==> src/rtl/vc_demux.sv <==
// vc_demux: pops the Main FIFO and steers each word to VC0 or VC1 by its class (MSB) bit,
// with almost-full backpressure, saturating per-VC counters and an INIT/IDLE/ACTIVE/ERROR FSM.
module vc_demux #(
    parameter int BW    = 6,
    parameter int CNT_W = 8
) (
    input  logic             clk,
    input  logic             reset,
    input  logic             init,
    input  logic             main_empty,
    input  logic [BW-1:0]    main_data_out,
    input  logic             main_error,
    output logic             main_rd,
    input  logic             vc0_almost_full,
    input  logic             vc1_almost_full,
    input  logic             vc0_error,
    input  logic             vc1_error,
    output logic             vc0_wr,
    output logic             vc1_wr,
    output logic [BW-1:0]    vc_data,
    output logic [CNT_W-1:0] vc0_count,
    output logic [CNT_W-1:0] vc1_count,
    output logic [1:0]       state,
    output logic             idle,
    output logic             error_out
);
    typedef enum logic [1:0] {INIT = 2'd0, IDLE = 2'd1, ACTIVE = 2'd2, ERROR = 2'd3} state_t;

    state_t           state_q, state_d;
    logic             pend_q, vc0_wr_q, vc1_wr_q, idle_q, error_q;
    logic [BW-1:0]    vc_data_q;
    logic [CNT_W-1:0] vc0_count_q, vc1_count_q;
    logic             err_any, active, wr_ok, vc0_wr_d, vc1_wr_d;

    assign err_any  = main_error | vc0_error | vc1_error;
    assign active   = state_q == ACTIVE;
    // A pop in a cycle that is leaving ACTIVE would only be dropped, so it is withheld.
    assign main_rd  = active & ~init & ~err_any & ~main_empty & ~vc0_almost_full & ~vc1_almost_full;
    assign wr_ok    = pend_q & active & ~init & ~err_any;
    assign vc0_wr_d = wr_ok & ~main_data_out[BW-1];
    assign vc1_wr_d = wr_ok & main_data_out[BW-1];

    always_comb begin
        state_d = init                                  ? INIT   :
                  err_any                               ? ERROR  :
                  state_q == INIT                       ? IDLE   :
                  (state_q == IDLE && !main_empty)      ? ACTIVE :
                  (active && main_empty && !pend_q)     ? IDLE   :
                                                          state_q;
    end

    always_ff @(posedge clk) begin
        if (reset) begin
            state_q     <= INIT;
            pend_q      <= 1'b0;
            vc0_wr_q    <= 1'b0;
            vc1_wr_q    <= 1'b0;
            vc_data_q   <= '0;
            vc0_count_q <= '0;
            vc1_count_q <= '0;
            idle_q      <= 1'b0;
            error_q     <= 1'b0;
        end else begin
            state_q     <= state_d;
            pend_q      <= main_rd;
            vc0_wr_q    <= vc0_wr_d;
            vc1_wr_q    <= vc1_wr_d;
            if (wr_ok) vc_data_q <= main_data_out;
            idle_q      <= state_d == IDLE;
            error_q     <= state_d == ERROR;
            vc0_count_q <= (init || state_q == INIT) ? '0 : vc0_count_q + CNT_W'(vc0_wr_d & ~&vc0_count_q);
            vc1_count_q <= (init || state_q == INIT) ? '0 : vc1_count_q + CNT_W'(vc1_wr_d & ~&vc1_count_q);
        end
    end

    assign vc0_wr    = vc0_wr_q;
    assign vc1_wr    = vc1_wr_q;
    assign vc_data   = vc_data_q;
    assign vc0_count = vc0_count_q;
    assign vc1_count = vc1_count_q;
    assign state     = state_q;
    assign idle      = idle_q;
    assign error_out = error_q;
endmodule

==> config.mk <==
export PLATFORM = sky130hd
export DESIGN_NAME = vc_demux
export DESIGN_NICKNAME = d
export VERILOG_FILES = /design/src/rtl/vc_demux.sv
export SDC_FILE = /design/constraint.sdc
export NUM_CORES = 1
export LEC_CHECK = 0
export ABC_CLOCK_PERIOD_IN_PS = 3900
export CAP_MARGIN = 20
export CORE_MARGIN = 2
export CORE_UTILIZATION = 47
export DETAILED_ROUTE_END_ITERATION = 8
export PLACE_DENSITY = 0.94
export SLEW_MARGIN = 20
export SYNTH_ARGS = -nofsm -noshare
export SYNTH_HDL_FRONTEND = slang
export SYNTH_SLANG_ARGS = --single-unit
export TNS_END_PERCENT = 1
==> constraint.sdc <==
create_clock -name clk -period 3.9 [get_ports clk]
set_input_delay 0.78 -clock clk [delete_from_list [all_inputs] [get_ports clk]]
set_output_delay 0.78 -clock clk [all_outputs]
set_load 0.005 [all_outputs]
=== Word level (Yosys, flattened, before mapping) ===
Cells that the tools add are included.

* Word-level logic and storage cells: 52
* Input port bits: 15
* Bits in registers: 29
* Output and inout bits: 29

* Bitwise operators: 20
* Reduce and logical (&&, ||, !) cells: 12
* Mux-type cells: 5
* $add $sub $neg: 2
* Eq/ne operators: 4

{| class="wikitable"
|+ Operator list
! operator !! number
|-
| 8-bit by 1-bit adder with 8-bit output || 2
|-
| 8-bit AND reduction || 2
|-
| 1-bit bitwise AND || 12
|-
| 2-bit 2-to-1 mux || 5
|-
| 1-bit inverter || 6
|-
| 2-bit by 1-bit == test with 1-bit output, second input constant || 2
|-
| 2-bit == test, second input constant || 2
|-
| 1-bit zero test || 4
|-
| 1-bit logical AND || 3
|-
| 2-bit zero test || 1
|-
| 1-bit bitwise OR || 2
|-
| 2-bit OR reduction || 1
|-
| 1-bit logical OR || 1
|}

=== Longest topological paths before layout ===
* Depth in word-level cells: 9
* Mapped depth: 9
* Gate-level depth less buffers: 8

=== Least setup slack after synthesis ===
No wires, ideal clock.

* Kind: in2reg
* Start point: input vc0_error
* End point: register vc1_count_q[6] (netlist: vc1_count[6])
* Data arrival time: 2.399 ns
* Library setup time: 0.070 ns
* Path buffers: 1
* Cell stages on the path: 9
* Required time: 3.830 ns
* Setup slack: 1.431 ns
* Cells stage by stage: nor3_4 and4_1 buf_4 o211a_1 ha_1 ha_1 inv_1 or3_1 a21oi_1

* Cells in the longest elaborated chain, start to end: 7

{| class="wikitable"
|+ RTL lines
! item !! RTL line !! text
|-
| start: declaration || 16 || <nowiki>input logic vc0_error,</nowiki>
|-
| 1-bit bitwise OR (2 in series) || 35 || <nowiki>assign err_any = main_error | vc0_error | vc1_error;</nowiki>
|-
| 1-bit inverter || 39 || <nowiki>assign wr_ok = pend_q & active & ~init & ~err_any;</nowiki>
|-
| 1-bit bitwise AND || 39 ||
|-
| 1-bit bitwise AND || 41 || <nowiki>assign vc1_wr_d = wr_ok & main_data_out[BW-1];</nowiki>
|-
| 1-bit bitwise AND || 72 || <nowiki>vc1_count_q <= (init || state_q == INIT) ? '0 : vc1_count_q + CNT_W'(vc1_wr_d & ~&vc1_count_q);</nowiki>
|-
| 8-bit by 1-bit adder with 8-bit output || 72 ||
|-
| end signal: assignment || 72 ||
|-
| end: declaration || 32 || <nowiki>logic [CNT_W-1:0] vc0_count_q, vc1_count_q;</nowiki>
|}

No other way between the ends.
A chain may end at the register's enable or synchronous reset.

=== Worst setup path after layout ===
* Start point: input vc0_error
* End point: output main_rd

* Cells in the longest elaborated chain, start to end: 7

{| class="wikitable"
|+ RTL lines
! item !! RTL line !! text
|-
| 1-bit bitwise OR (2 in series) || 35 ||
|-
| 1-bit inverter || 38 || <nowiki>assign main_rd = active & ~init & ~err_any & ~main_empty & ~vc0_almost_full & ~vc1_almost_full;</nowiki>
|-
| 1-bit bitwise AND (4 in series) || 38 ||
|-
| end: declaration || 13 || <nowiki>output logic main_rd,</nowiki>
|}

No other way between the ends.

==> metrics.cfg <==
[synth]
yosys.area.top_type_share_pct = 46.4
yosysSeqAreaShare_pct = 46.4
syn_avg_cell_area_um2 = 9.26
synth_area_um2 = 1250
synth_nets = 154
synth_cells = 135
ys_warn_count = 0
netlist-cell-type-count = 28
yosysTopAreaCell = dfxtp_1
ys_top_cells_by_area = dfxtp_1 (46%), nand2b_1 (6.5%), mux2i_1 (4.8%)
ys_ff_latch = 29

[cells_and_area]
multi_input_area_um2 = 634
fin_util_pct = 71.2
layout-drive-gt1-share_pct = 6.59
layout.nets = 200
antennaDiodeCount = 0
final_common_cell = clkdlybuf4s50_1
final_cells = 212
layout_common_cells = clkdlybuf4s50_1 (43), dfxtp_1 (29), nand2b_1 (13)
fill_cells = 193
area_growth_syn_to_layout_pct = 42.3
seqCellArea_um2 = 581

[placed_design]
placed_cells = 204
pre_cts_ws_ns = 0.584
place_congestion = 0.774
io_buffers = 43
dp.final_hpwl_um = 2210

[worst_setup_path]
critPathMaxStageDelay_ns = 0.51
rr_worst_depth = 8
crit_fanout = 7
end_kind = output port
reg2reg_from = state[0]
path_cells = clkdlybuf4s50_1 -> nor3_4 -> nand3_1 -> nor2_1 -> clkdlybuf4s50_1
path_common_cell = clkdlybuf4s50_1
rr_endpoint = vc1_count[6]
critPathLaunchType = input port
path_class = input port to output port
r2r_setup_slack_ns = 1.57
cpMaxStageDelayCell = clkdlybuf4s50_1
arrival_ns = 2.31
crit_required_ns = 3.12

[power_and_ir_drop]
power.density_nw_per_um2 = 333
switching_power_mw = 0.119
switching_share_pct = 20.2
p_seq_share_pct = 50.8
internal_power_mw = 0.473
ir_drop_mv = 0.371
clkPwrFrac_pct = 43.1
p_leak_nw = 0.646
p_comb_share_pct = 6.1

[clock_network]
post_cts_resized = 0
cts_hold_buf = 0
cts_buffer_depth = 2
cts_made_buffers = 5
cts_setup_buffers = 0
cts_tree = done
cts.sinks = 29
clock_latency_ns = 0.33
h-tree-depth = 2
root_buffer = clkbuf_4
path_clk_slew_ns = 0.09

[die]
core-area_um2 = 2500
die_h_um = 55.6
boundaryPins = 44
start_util_pct = 50.0
dieArea_um2 = 3090
placementRows = 18
die_w_um = 55.6

[sta]
relSlewSlack_pct = 71.6
whs_ns = 0.487
worst_slew_pin_slew_ns = 0.425
finalHoldViolCount = 0
rsz0062_at_grt = no
tns_ns = 0
finalSetupViolCount = 0
fmax_mhz = 324
finalCritPeriodShare_pct = 79.2
setup_slack_ns = 0.810
finalMaxSlewViolations = 0
worst_clock_skew_ns = 0.0173
period_needed_ns = 3.09

[hold_path]
min_path_type = register to register
hold_path_depth = 2
worstHoldStart = vc_data[0]
whs_endpoint = vc_data[0]

[routing]
dr_total_vias = 1137
drtAntennaViolNets = 0
first_pass_iters = 4
via_per_inst = 5.36
drtIter0Drc = 38
wl_per_cell_um = 13.4
drc = 0
routed_wirelength_um = 2850

[global_route]
grt_pass1_wl_um = 4940
grt_use_total_pct = 20.4
overflow = 0
grt_pass1_vias = 1151
antenna_found_initial = 0
grt_start_max_net_pins = 17

[run]
maxCapViolCount = 0

[status]
outcome = finished, final reports clean

logic make-up after synthesis:
| logic type | share of synthesized area (%) |
|---|---|
| adders and majority gates | 4.00 |
| DFF | 46.4 |
| buffers and inverters | 2.80 |
| and+or+nand+nor | 29.4 |
| AOI/OAI and AO/OA | 8.31 |
| xor gates and xnor gates | 4.20 |
| muxes | 4.80 |
power groups by stage:
stage                     registers [mW]  clock network (mW)  logic [mW]
after floorplan                    0.306                   0      0.0148
after global placement             0.307                   0      0.0346
after detailed placement           0.307                   0      0.0363
after CTS                          0.300               0.259      0.0365
after global routing               0.301               0.272      0.0394
final                              0.300               0.255      0.0362
Yosys cell counts (all sizes together):
| library cell | count |
|---|---|
| buf | 2 |
| xor2 | 3 |
| or3 | 7 |
| inv | 3 |
| nand4 | 5 |
| dfxtp | 29 |
| nor3 | 4 |
| and4 | 2 |
| and3 | 4 |
| a31oi | 1 |
| mux2i | 6 |
| nand2b | 13 |
| a21oi | 8 |
| o211a | 1 |
| a22o | 1 |
| clkbuf | 2 |
| or2 | 2 |
| o21ai | 7 |
| ha | 4 |
| nand3 | 9 |
| nand2 | 6 |
| nor2 | 12 |
| xnor2 | 3 |
| nor2b | 1 |
metrics by stage:
stage	power, mW	cell area [µm²]
after floorplan	0.321	1250
after global placement	0.342	1690
after detailed placement	0.344	1690
after CTS	0.596	1780
after global routing	0.613	1780
final	0.592	1780
flip-flops by register name (all words and copies together) (netlist names):
name / count
vc1_wr: 1
state: 2
idle: 1
vc_data: 6
error_out: 1
vc1_count: 8
vc0_count: 8
vc0_wr: 1
pend_q: 1
routing by layer:
metal  wire [µm]  track usage (%)  up-vias  part of all wire [%]
met1        1160             21.2      527                    41
li1            -                -      564                     -
met4          56             8.36        0                   2.0
met3         188             7.67        8                   6.6
met2        1440             36.4       38                    51
met5           0                0        -                     0
worst max path at each step:
stage                         to  slack [ns]       from  depth (start not counted)
floorplan           vc1_count[6]        1.43  vc0_error                          9
global placement    vc1_count[6]        0.77  vc0_error                          9
detailed placement  vc1_count[6]        0.58  vc0_error                          9
CTS                      main_rd        0.80  vc0_error                          5
global route             main_rd        0.69  vc0_error                          5
finish                   main_rd        0.81  vc0_error                          5
area by class of cell:
cell class                      instances  area share [%]
Clock buffer                            7            3.09
Clock inverter                          1            1.69
Inverter                                3           0.633
Multi-Input combinational cell         99            35.7
Sequential cell                        29            32.6
Tap cell                               30            2.11
Timing Repair Buffer                   43            24.2
worst max-delay path, delay by kind of cell:
kind | cells | cell delay, ns
AND/OR/NAND/NOR | 3 | 0.58
buffers and inverters | 2 | 0.95
Power figures use the tool's default switching activity.
